<file path="config.mk">
export PLATFORM = sky130hd
export DESIGN_NAME = ysyx_22040127_ifetch
export DESIGN_NICKNAME = d
export VERILOG_FILES = /design/src/rtl/ysyx_22040127_ifetch.sv
export SDC_FILE = /design/constraint.sdc
export NUM_CORES = 1
export LEC_CHECK = 0
export CAP_MARGIN = 20
export CORE_MARGIN = 5
export CORE_UTILIZATION = 50
export CTS_CLUSTER_DIAMETER = 40
export DETAILED_ROUTE_END_ITERATION = 8
export GPL_ROUTABILITY_DRIVEN = 0
export PLACE_DENSITY = 0.86
export SLEW_MARGIN = 20
export SYNTH_ARGS = -nofsm -noshare
export SYNTH_HDL_FRONTEND = slang
export SYNTH_SLANG_ARGS = --single-unit
</file>
<file path="constraint.sdc">
create_clock -name clk -period 3.1 [get_ports clk]
set_clock_uncertainty 0.15 [all_clocks]
set_input_delay 0.31 -clock clk [delete_from_list [all_inputs] [get_ports clk]]
set_output_delay 0.31 -clock clk [all_outputs]
set_load 0.02 [all_outputs]
</file>
<file path="src/rtl/ysyx_22040127_ifetch.sv">
// Instruction fetch: owns the fetch PC, issues one doubleword read per instruction and
// holds the selected 32-bit word in a one-entry IF->ID register.
module ysyx_22040127_ifetch #(
  parameter int unsigned     PC_W     = 32,
  parameter logic [PC_W-1:0] RESET_PC = 32'h8000_0000
) (
  input  logic            clk,
  input  logic            rst,
  output logic            imem_req_valid,
  input  logic            imem_req_ready,
  output logic [PC_W-1:0] imem_req_addr,
  input  logic            imem_resp_valid,
  input  logic [63:0]     imem_resp_data,
  input  logic            redirect_valid,
  input  logic [PC_W-1:0] redirect_pc,
  input  logic            id_allowin,
  output logic            if_to_id_valid,
  output logic [63:0]     if_to_id_bus
);

  typedef enum logic [1:0] {StReq, StWait, StDrop} state_e;

  state_e          state_q, state_d;
  logic [PC_W-1:0] fetch_pc_q, fetch_pc_d;
  logic [PC_W-1:0] req_pc_q, req_pc_d;
  logic            out_valid_q, out_valid_d;
  logic [63:0]     out_bus_q, out_bus_d;

  logic            id_fire;
  logic            out_free;
  logic            req_fire;
  logic [31:0]     inst;
  logic [PC_W-1:0] redirect_target;

  // A redirected entry is wrong-path, so it must never handshake with decode.
  assign if_to_id_valid  = out_valid_q && !redirect_valid;
  assign if_to_id_bus    = out_bus_q;
  assign id_fire         = if_to_id_valid && id_allowin;
  assign out_free        = !out_valid_q || id_fire;

  assign imem_req_valid  = !rst && (state_q == StReq) && out_free && !redirect_valid;
  assign imem_req_addr   = {fetch_pc_q[PC_W-1:3], 3'b000};
  assign req_fire        = imem_req_valid && imem_req_ready;

  assign inst            = req_pc_q[2] ? imem_resp_data[63:32] : imem_resp_data[31:0];
  assign redirect_target = {redirect_pc[PC_W-1:1], 1'b0};

  always_comb begin
    state_d     = state_q;
    fetch_pc_d  = fetch_pc_q;
    req_pc_d    = req_pc_q;
    out_valid_d = out_valid_q;
    out_bus_d   = out_bus_q;

    if (id_fire) begin
      out_valid_d = 1'b0;
    end

    if (redirect_valid) begin
      fetch_pc_d  = redirect_target;
      out_valid_d = 1'b0;
    end

    unique case (state_q)
      StReq: begin
        if (req_fire) begin
          state_d  = StWait;
          req_pc_d = fetch_pc_q;
        end
      end
      StWait: begin
        if (redirect_valid) begin
          // A response in the redirect cycle is the wrong-path one and is simply dropped.
          state_d = imem_resp_valid ? StReq : StDrop;
        end else if (imem_resp_valid) begin
          state_d     = StReq;
          out_valid_d = 1'b1;
          out_bus_d   = {inst, 32'(req_pc_q)};
          fetch_pc_d  = req_pc_q + PC_W'(4);
        end
      end
      StDrop: begin
        if (imem_resp_valid) begin
          state_d = StReq;
        end
      end
      default: state_d = StReq;
    endcase
  end

  always_ff @(posedge clk) begin
    if (rst) begin
      state_q     <= StReq;
      fetch_pc_q  <= RESET_PC;
      req_pc_q    <= RESET_PC;
      out_valid_q <= 1'b0;
      out_bus_q   <= '0;
    end else begin
      state_q     <= state_d;
      fetch_pc_q  <= fetch_pc_d;
      req_pc_q    <= req_pc_d;
      out_valid_q <= out_valid_d;
      out_bus_q   <= out_bus_d;
    end
  end

endmodule

</file>
==> results of run 1 <==
==> per-layer routing <==
| metal | up-vias | part of all wire, % |
|---|---|---|
| met5 | - | 0 |
| li1 | 2773 | - |
| met4 | 0 | 1.7 |
| met1 | 2608 | 40 |
| met2 | 217 | 49 |
| met3 | 25 | 9.8 |
==> worst register-to-register path: stages, from the launching register on <==
cell and delay [ns]:
dfxtp_1 0.48, nand4_1 0.20, or4_4 0.72, or3_1 0.40, a311o_1 0.36, a21oi_1 0.14
==> cells in the final DEF, fill, tap and decap left out, types with 8 or more instances in the layout <==
cell type          n
xnor2_1           18
nor4_2             8
nor2_1            61
inv_1              8
nor2b_1            8
dfxtp_1          130
nand3_1           10
nand2_1          158
buf_4             11
clkdlybuf4s50_1  193
a211oi_1          45
nor3_1             9
a21oi_1           86
o21ai_0            8
mux2i_1           34
clkbuf_16         17
==> metrics by stage <==
stage	hold WS [ns]	cell area [um2]	power, mW
3_5_place_dp	0.2902	7819	2.249
5_1_grt	0.1268	8459	4.519
3_3_place_gp	0.2840	7819	2.242
6_report	0.1219	8459	4.377
4_1_cts	0.1059	8459	4.402
2_1_floorplan	0.2366	6026	2.033
==> report_power, final <==
| group | switching (mW) | leakage [nW] | internal [mW] |
|---|---|---|---|
| Combinational | 0.212 | 1.34 | 0.238 |
| Sequential | 0.0372 | 1.06 | 1.73 |
| Clock | 0.739 | 0.310 | 1.42 |
==> worst paths after layout <==
path | from | to | slack (ns) | cells past startpoint
hold reg to reg | fetch_pc_q[2] | req_pc_q[2] | 0.30 | 2
hold / removal | rst | fetch_pc_q[0] | 0.12 | 3
setup reg to reg | req_pc_q[4] | fetch_pc_q[16] | 0.57 | 5
setup / recovery | req_pc_q[4] | fetch_pc_q[16] | 0.57 | 5
==> sequential cells by signal, summed over array words and instances, names as in the netlist <==
register / count
req_pc_q: 32
fetch_pc_q: 32
state_q: 2
out_valid_q: 1
if_to_id_bus: 64
==> logic make-up (layout without fill, tap and decap cells) <==
family / Yosys count / after routing / synth area share, %
AND/OR/NAND/NOR: 287 / 287 / 21.54
AO/OA/AOI/OAI: 162 / 162 / 17.11
flip-flops: 131 / 131 / 43.58
buffers and inverters: 99 / 248 / 8.462
multiplexers: 35 / 35 / 5.842
XOR/XNOR: 22 / 22 / 3.202
adder cells (fa/ha/maj): 1 / 1 / 0.2079
other: 1 / 3 / 0.06231
==> layout make-up <==
class / count / area [um2] / area share [%]
clock buffer: 18 / 429.2 / 5.073
clock inverter: 14 / 211.5 / 2.500
inverter: 8 / 30.03 / 0.3550
multi-input combinational: 510 / 2902 / 34.30
sequential: 131 / 2624 / 31.02
tap: 147 / 183.9 / 2.174
timing repair buffer: 208 / 2079 / 24.58
==> results.sh, run 1 <==
export IMPL_outcome="finished, final reports clean"
export IMPL_layout_setup_ws_ns=0.5698
export IMPL_synthFlopType="dfxtp_1"
export IMPL_cp_slowest_cell="or4_4"
export IMPL_layout_drive_gt1_share_pct=7.537
export IMPL_cap_violations=0
export IMPL_fin_nets=979
export IMPL_hp_class="in2reg"
export IMPL_stdcell_count=1036
export IMPL_busiest_layer="met2"
export IMPL_final_core_util_pct=71.02
export IMPL_setup_viol=0
export IMPL_cp_top_family="simple AND/OR/NAND/NOR gates"
export IMPL_ios=200
export IMPL_critical_path_buf_inv_count=0
export IMPL_yosysMostFrequentCell="nand2_1"
export IMPL_cts_hold_buffers=0
export IMPL_async_reset_ff_share_pct=0
export IMPL_met1_usage_pct=26.80
export IMPL_overflow=0
export IMPL_drc=0
export IMPL_period_share_pct=81.62
export IMPL_diodes=0
export IMPL_fin_crit_ns=2.530
export IMPL_relSlewSlack_pct=40.13
export IMPL_p_leak_nw=2.717
export IMPL_htreeDepth=4
export IMPL_p_per_area_mw_per_mm2=517.4
export IMPL_worst_pin_slew_ns=0.8980
export IMPL_cts_buffers=17
export IMPL_ir_worst_vdd_mv=0.2938
export IMPL_ys_seq_elements=131
export IMPL_die_w_um=119.7
export IMPL_drt_wl_total_mm=17.00
export IMPL_placed_cells=1004
export IMPL_die_h_um=119.7
export IMPL_port_buffers=195
export IMPL_clkLatencyLatePin_ns=0.41
export IMPL_synth_top_area_share_pct=43.58
export IMPL_crit_path_end_kind="flip-flop"
export IMPL_cts_root_buf="clkbuf_16"
export IMPL_rows=40
export IMPL_syn2layout_area_growth_pct=40.56
export IMPL_wl_per_cell_um=16.40
export IMPL_grt_pass1_vias=5403
export IMPL_cts_setup_buffers=0
export IMPL_netlist_area_mm2=0.006018
export IMPL_grt_start_max_net_pins=84
export IMPL_preCtsSetupSlack_ns=0.5951
export IMPL_dieArea_mm2=0.01433
export IMPL_viasPerCell=5.428
export IMPL_dpl_hpwl_mm=11.74
export IMPL_yosysWarnings=0
export IMPL_cts_sinks=131
export IMPL_ys_seq_area_share_pct=43.58
export IMPL_critPathLaunchType="flip-flop"
export IMPL_coreArea_mm2=0.01191
export IMPL_firstDrtPassIters=5
export IMPL_grt_pass1_wl_mm=27.22
export IMPL_met2_usage_pct=39.94
export IMPL_path_max_fanout=22
export IMPL_max_freq_ghz=0.3952
export IMPL_critical_path_class="reg2reg"
export IMPL_num_fill_cells=907
export IMPL_rsz0062_at_grt="false"
export IMPL_num_vias=5623
export IMPL_met3_usage_pct=10.32
export IMPL_synth_distinct_cells=49
export IMPL_ctsLongestPathBuffers=2
export IMPL_synthTopCellsByArea="dfxtp_1 (44%), nand2_1 (9.9%), a21oi_1 (7.2%)"
export IMPL_cp_data_required_time_ns=3.29
export IMPL_antenna_found_initial=0
export IMPL_synth_edff_count=0
export IMPL_synth_top_cell_by_area="dfxtp_1"
export IMPL_fin_tns_setup_ns=0
export IMPL_final_hold_viol_count=0
export IMPL_grt_usage_pct=23.52
export IMPL_initial_core_util_pct=50.53
export IMPL_slowest_delay_ns=0.72
export IMPL_ctsResizeCount=0
export IMPL_path_cells="nand4_1 > or4_4 > or3_1 > a311o_1 > a21oi_1"
export IMPL_ys_top_cells_by_count="nand2_1 (158), dfxtp_1 (131), a21oi_1 (86)"
export IMPL_slew_violations=0
export IMPL_worstPathArrival_ns=2.72
export IMPL_ant_nets=0
export IMPL_cts_tree="done"
export IMPL_synth_cells=738
export IMPL_clkTransAtPathRegs_ns=0.06
export IMPL_drt_iter0_drc=412
export IMPL_avgSynthCellArea_um2=8.155
(Power assumes the default switching activity.)
==> run 2: changes to the inputs <==
--- a/config.mk
+++ b/config.mk
@@ -7,11 +7,11 @@
 export LEC_CHECK = 0
 export CAP_MARGIN = 20
 export CORE_MARGIN = 5
-export CORE_UTILIZATION = 50
+export CORE_UTILIZATION = 46
 export CTS_CLUSTER_DIAMETER = 40
 export DETAILED_ROUTE_END_ITERATION = 8
 export GPL_ROUTABILITY_DRIVEN = 0
-export PLACE_DENSITY = 0.86
+export PLACE_DENSITY = 0.8
 export SLEW_MARGIN = 20
 export SYNTH_ARGS = -nofsm -noshare
 export SYNTH_HDL_FRONTEND = slang
==> constraint.sdc (replaced) <==
create_clock -name clk -period 2.36 [get_ports clk]
set_clock_uncertainty 0.15 [all_clocks]
set_input_delay 0.236 -clock clk [delete_from_list [all_inputs] [get_ports clk]]
set_output_delay 0.236 -clock clk [all_outputs]
set_load 0.02 [all_outputs]
==> run 2 against run 1 <==
  * Die area increased by 8.0%
  * Utilization decreased by 3.7 points
  * Flip-flop and latch count unchanged
  * Clock power increased by 16%
  * Clock-buffer cell count increased by 4
  * Via count decreased by 0.11%
  * Hold slack got worse by 0.076 ns
  * Power increased by 24%
  * Sequential power increased by 31%
  * Final cell count increased by 4.0%
  * Non-clock buffer count increased by 16
==> results.sh, run 2 (synthesized netlist as in run 1, its figures left out) <==
export IMPL_rsz0062_at_grt="false"
export IMPL_crit_path_end_kind="primary output"
export IMPL_die_h_um=124.4
export IMPL_cp_data_required_time_ns=1.97
export IMPL_num_fill_cells=1085
export IMPL_max_freq_ghz=0.4411
export IMPL_overflow=0
export IMPL_hold_depth=3
export IMPL_largest_register_ffs=64
export IMPL_worstHoldStart="rst"
export IMPL_critical_path_class="in2out"
export IMPL_min_to="fetch_pc_q[0]"
export IMPL_drc=0
export IMPL_fin_nets=995
export IMPL_highest_layer="met4"
export IMPL_ios=200
export IMPL_dieArea_mm2=0.01547
export IMPL_grt_pass1_vias=5422
export IMPL_hold_ws_ns=0.04589
export IMPL_final_hold_viol_count=0
export IMPL_wl_met1_mm=6.715
export IMPL_met3WireLength_mm=1.902
export IMPL_clkLatencyLatePin_ns=0.42
export IMPL_startpoint="id_allowin"
export IMPL_mostFrequentLayoutCells="clkdlybuf4s50_1 (193), nand2_1 (158), dfxtp_1 (130)"
export IMPL_period_share_pct=96.05
export IMPL_num_vias=5617
export IMPL_rows=41
export IMPL_relSlewSlack_pct=48.73
export IMPL_r2r_start="req_pc_q[7]"
export IMPL_ff2ff_setup_slack_ns=0.10
export IMPL_cts_buffers=17
export IMPL_grt_pass1_wl_mm=27.15
export IMPL_cap_violations=0
export IMPL_p_leak_nw=2.799
export IMPL_grt_start_max_net_pins=69
export IMPL_reg2reg_to="fetch_pc_q[17]"
export IMPL_hp_class="in2reg"
export IMPL_ctsLongestPathBuffers=2
export IMPL_cts_tree="done"
export IMPL_p_per_area_mw_per_mm2=631.3
export IMPL_layout_drive_gt1_share_pct=9.171
export IMPL_die_w_um=124.4
export IMPL_viasPerCell=5.215
export IMPL_wl_met2_mm=8.347
export IMPL_setup_viol=0
export IMPL_cts_sinks=131
export IMPL_grt_usage_pct=21.53
export IMPL_cts_root_buf="clkbuf_16"
export IMPL_clkTransAtPathRegs_ns=0.06
export IMPL_fin_crit_ns=2.267
export IMPL_firstDrtPassIters=5
export IMPL_initial_core_util_pct=47.31
export IMPL_drt_iter0_drc=314
export IMPL_critPathLaunchType="primary input"
export IMPL_mostFrequentLayoutCell="clkdlybuf4s50_1"
export IMPL_syn2layout_area_growth_pct=42.39
export IMPL_ir_worst_vdd_mv=0.4488
export IMPL_diodes=0
export IMPL_worstRegToRegCells=5
export IMPL_worstPathArrival_ns=1.88
export IMPL_port_buffers=195
export IMPL_wl_per_cell_um=16.00
export IMPL_coreArea_mm2=0.01272
export IMPL_antenna_found_initial=0
export IMPL_worst_pin_slew_ns=0.7691
export IMPL_slew_violations=0
export IMPL_dpl_hpwl_mm=12.16
export IMPL_drt_wl_total_mm=17.23
export IMPL_fin_tns_setup_ns=0
export IMPL_path_max_fanout=3
export IMPL_outcome="finished, final reports clean"
export IMPL_htreeDepth=4
export IMPL_ant_nets=0
-- run 2: cell types whose count changed in the layout (fill, tap and decap cells not counted), sizes merged --
cell | before | now
clkinvlp | 2 | 1
clkinv | 7 | 8
clkbuf | 18 | 22
bufinv | 5 | 1
buf | 15 | 31
-- run 2: critical path: stages --
cell and delay (ns):
clkdlybuf4s50_1 0.45, inv_1 0.06, a2111oi_2 0.45, clkdlybuf4s50_1 0.69
-- run 2: per-layer routing --
metal	GRT usage (%)	vias up
li1	-	2809
met1	24.20	2550
met2	36.61	235
met3	9.005	23
met4	7.544	0
met5	0	-
-- run 2: what timing repair did --
item                                    in CTS  in global routing
gates resized for setup                      0                  1
endpoints found under the setup margin       0                  1
hold buffers                                 0                  0
buffers inserted                             0                  0
-- run 2: power breakdown --
part	switching (mW)	internal, mW
clock network	0.950	1.55
logic	0.277	0.318
registers	0.0474	2.27
-- run 2: metrics by stage --
stage / worst slack, ns / area [um2] / total power [mW] / util, % / std cells
after floorplan: 0.05047 / 6026 / 2.670 / - / 740
after global placement: 0.1152 / 7995 / 2.955 / 62.84 / 1045
after detailed placement: 0.09817 / 7995 / 2.961 / 62.84 / 1045
after CTS: 0.07105 / 8561 / 5.442 / 67.29 / 1077
after global routing: 0.01565 / 8569 / 5.599 / 67.36 / 1077
final: 0.09311 / 8569 / 5.410 / 67.36 / 1077
-- run 2: how the worst max path moves through the flow --
stage,endpoint,slack (ns),cells past startpoint
final,imem_req_valid,0.09,4
after global routing,fetch_pc_q[31],0.02,6
after CTS,fetch_pc_q[25],0.07,6
after detailed placement,imem_req_valid,0.1,4
after global placement,imem_req_valid,0.12,4
after floorplan,req_pc_q[2],0.05,7
-- run 2: cell type report --
type	count	area (um2)	share of cell area, %
Clock buffer	22	484.2	5.650
Clock inverter	10	81.33	0.9490
Inverter	8	30.03	0.3504
Multi-Input combinational cell	510	2910	33.96
Sequential cell	131	2624	30.62
Tap cell	172	215.2	2.511
Timing Repair Buffer	224	2225	25.96
==> run 3: changes to the inputs <==
--- a/config.mk
+++ b/config.mk
@@ -7,11 +7,12 @@
 export LEC_CHECK = 0
 export CAP_MARGIN = 20
 export CORE_MARGIN = 5
-export CORE_UTILIZATION = 46
+export CORE_UTILIZATION = 50
 export CTS_CLUSTER_DIAMETER = 40
 export DETAILED_ROUTE_END_ITERATION = 8
 export GPL_ROUTABILITY_DRIVEN = 0
-export PLACE_DENSITY = 0.8
+export PLACE_DENSITY = 0.86
+export SKIP_LAST_GASP = 1
 export SLEW_MARGIN = 20
 export SYNTH_ARGS = -nofsm -noshare
 export SYNTH_HDL_FRONTEND = slang
==> constraint.sdc (replaced) <==
create_clock -name clk -period 2.7 [get_ports clk]
set_clock_uncertainty 0.15 [all_clocks]
set_input_delay 0.27 -clock clk [delete_from_list [all_inputs] [get_ports clk]]
set_output_delay 0.27 -clock clk [all_outputs]
set_load 0.02 [all_outputs]
==> run 3 against run 2 <==
  * Non-clock buffer count decreased by 12
  * Combinational power shrank 14%
  * Flip-flop and latch count is the same
  * Utilization rose by 3.2 points
  * Power down 12%
  * Register-to-register slack improved by 0.15 ns
  * Clock power down 12%
  * Worst setup slack gained 0.16 ns
  * Critical path depth rose by 1
  * Critical endpoint is now fetch_pc_q[17]
==> results.sh, run 3 (synthesized netlist as in run 1, its figures left out) <==
export IMPL_port_buffers=195
export IMPL_fin_crit_ns=2.450
export IMPL_critical_path_class="reg2reg"
export IMPL_fin_nets=983
export IMPL_grt_start_max_net_pins=80
export IMPL_ant_nets=0
export IMPL_finalPower_mw=4.738
export IMPL_cts_root_buf="clkbuf_16"
export IMPL_die_h_um=119.7
export IMPL_worst_pin_slew_ns=0.8637
export IMPL_hp_class="in2reg"
export IMPL_mostFrequentLayoutCell="clkdlybuf4s50_1"
export IMPL_critPathLaunchType="flip-flop"
export IMPL_grt_usage_pct=23.07
export IMPL_cts_buffers=17
export IMPL_p_per_area_mw_per_mm2=563.7
export IMPL_crit_path_end_kind="flip-flop"
export IMPL_overflow=0
export IMPL_drt_iter0_drc=546
export IMPL_final_area_mm2=0.008406
export IMPL_dieArea_mm2=0.01433
export IMPL_ff2ff_setup_slack_ns=0.25
export IMPL_reg2reg_to="fetch_pc_q[17]"
export IMPL_syn2layout_area_growth_pct=39.67
export IMPL_grt_pass1_vias=5353
export IMPL_worstRegToRegCells=5
export IMPL_htreeDepth=4
export IMPL_max_freq_ghz=0.4081
export IMPL_cts_hold_buffers=0
export IMPL_worstPathArrival_ns=2.63
export IMPL_setup_viol=0
export IMPL_grt_pass1_wl_mm=26.67
export IMPL_slew_violations=0
export IMPL_viasPerCell=5.384
export IMPL_die_w_um=119.7
export IMPL_ir_worst_vdd_mv=0.2973
export IMPL_final_hold_viol_count=0
export IMPL_stdcell_count=1036
export IMPL_relSlewSlack_pct=42.42
export IMPL_final_core_util_pct=70.57
export IMPL_p_leak_nw=2.702
export IMPL_cp_data_required_time_ns=2.88
export IMPL_drt_wl_total_mm=16.70
export IMPL_cts_sinks=131
export IMPL_cap_violations=0
export IMPL_layout_drive_gt1_share_pct=7.649
export IMPL_r2r_start="req_pc_q[6]"
export IMPL_largest_register_ffs=64
export IMPL_diodes=0
export IMPL_outcome="finished, final reports clean"
export IMPL_cts_tree="done"
export IMPL_cp_endpoint="fetch_pc_q[17]"
export IMPL_num_fill_cells=954
export IMPL_clkTransAtPathRegs_ns=0.05
export IMPL_fin_tns_setup_ns=0
export IMPL_ctsLongestPathBuffers=2
export IMPL_wl_per_cell_um=16.12
export IMPL_clkLatencyLatePin_ns=0.41
export IMPL_path_max_fanout=22
export IMPL_placed_cell_area_mm2=0.007836
export IMPL_drc=0
export IMPL_ctsResizeCount=0
export IMPL_rows=40
export IMPL_dpl_hpwl_mm=11.73
export IMPL_initial_core_util_pct=50.53
export IMPL_num_vias=5578
export IMPL_cts_setup_buffers=0
export IMPL_rsz0062_at_grt="false"
export IMPL_placed_cells=1008
export IMPL_period_share_pct=90.76
export IMPL_coreArea_mm2=0.01191
export IMPL_mostFrequentLayoutCells="clkdlybuf4s50_1 (193), nand2_1 (158), dfxtp_1 (130)"
export IMPL_firstDrtPassIters=5
export IMPL_ios=200
export IMPL_startpoint="req_pc_q[6]"
export IMPL_antenna_found_initial=0
## run 3: changes by cell type in the layout (fill, tap and decap cells not counted), sizes merged
cell    change
buf        -12
clkinv      -6
clkbuf      +2
## run 3: how the worst min path moves through the flow
stage,cells past startpoint,end,slack (ns),startpoint
2_1_floorplan,1,state_q[1],0.20,imem_resp_valid
3_3_place_gp,2,req_pc_q[2],0.28,fetch_pc_q[2]
3_5_place_dp,2,req_pc_q[2],0.29,fetch_pc_q[2]
4_1_cts,3,fetch_pc_q[0],0.06,rst
5_1_grt,3,fetch_pc_q[0],0.07,rst
6_report,3,fetch_pc_q[0],0.07,rst
## run 3: per-layer routing
layer	wire (um)	part of all wire [%]	track usage [%]
met5	0	0	0
met4	319	1.9	7.946
met1	6771	41	26.78
met2	7963	48	38.28
met3	1642	9.8	9.755
## run 3: critical path, cell delays in order (launching register included)
cell and delay [ns]:
dfxtp_1 0.43, nand4_1 0.19, or4_4 0.70, or3_1 0.39, a311o_1 0.35, a21oi_1 0.15
## run 3: cell type report
type                            instances  area (um2)  share of cell area [%]
Clock buffer                           24       521.8                   6.207
Timing Repair Buffer                  212        2097                   24.95
Sequential cell                       131        2624                   31.21
Clock inverter                          4       47.55                  0.5656
Tap cell                              147       183.9                   2.188
Inverter                                8       30.03                  0.3572
Multi-Input combinational cell        510        2902                   34.52
## run 3: through the flow
step	setup WS [ns]	hold WS [ns]
2_1_floorplan	0.3565	0.1966
3_3_place_gp	0.2701	0.2809
3_5_place_dp	0.2638	0.2886
4_1_cts	0.2574	0.05775
5_1_grt	0.1634	0.06820
6_report	0.2495	0.07412
## run 3: power breakdown
group / switching (mW) / total [mW] / internal [mW]
registers: 0.0419 / 2.03 / 1.99
clock network: 0.783 / 2.20 / 1.41
logic: 0.241 / 0.514 / 0.273
total: 1.07 / 4.74 / 3.67
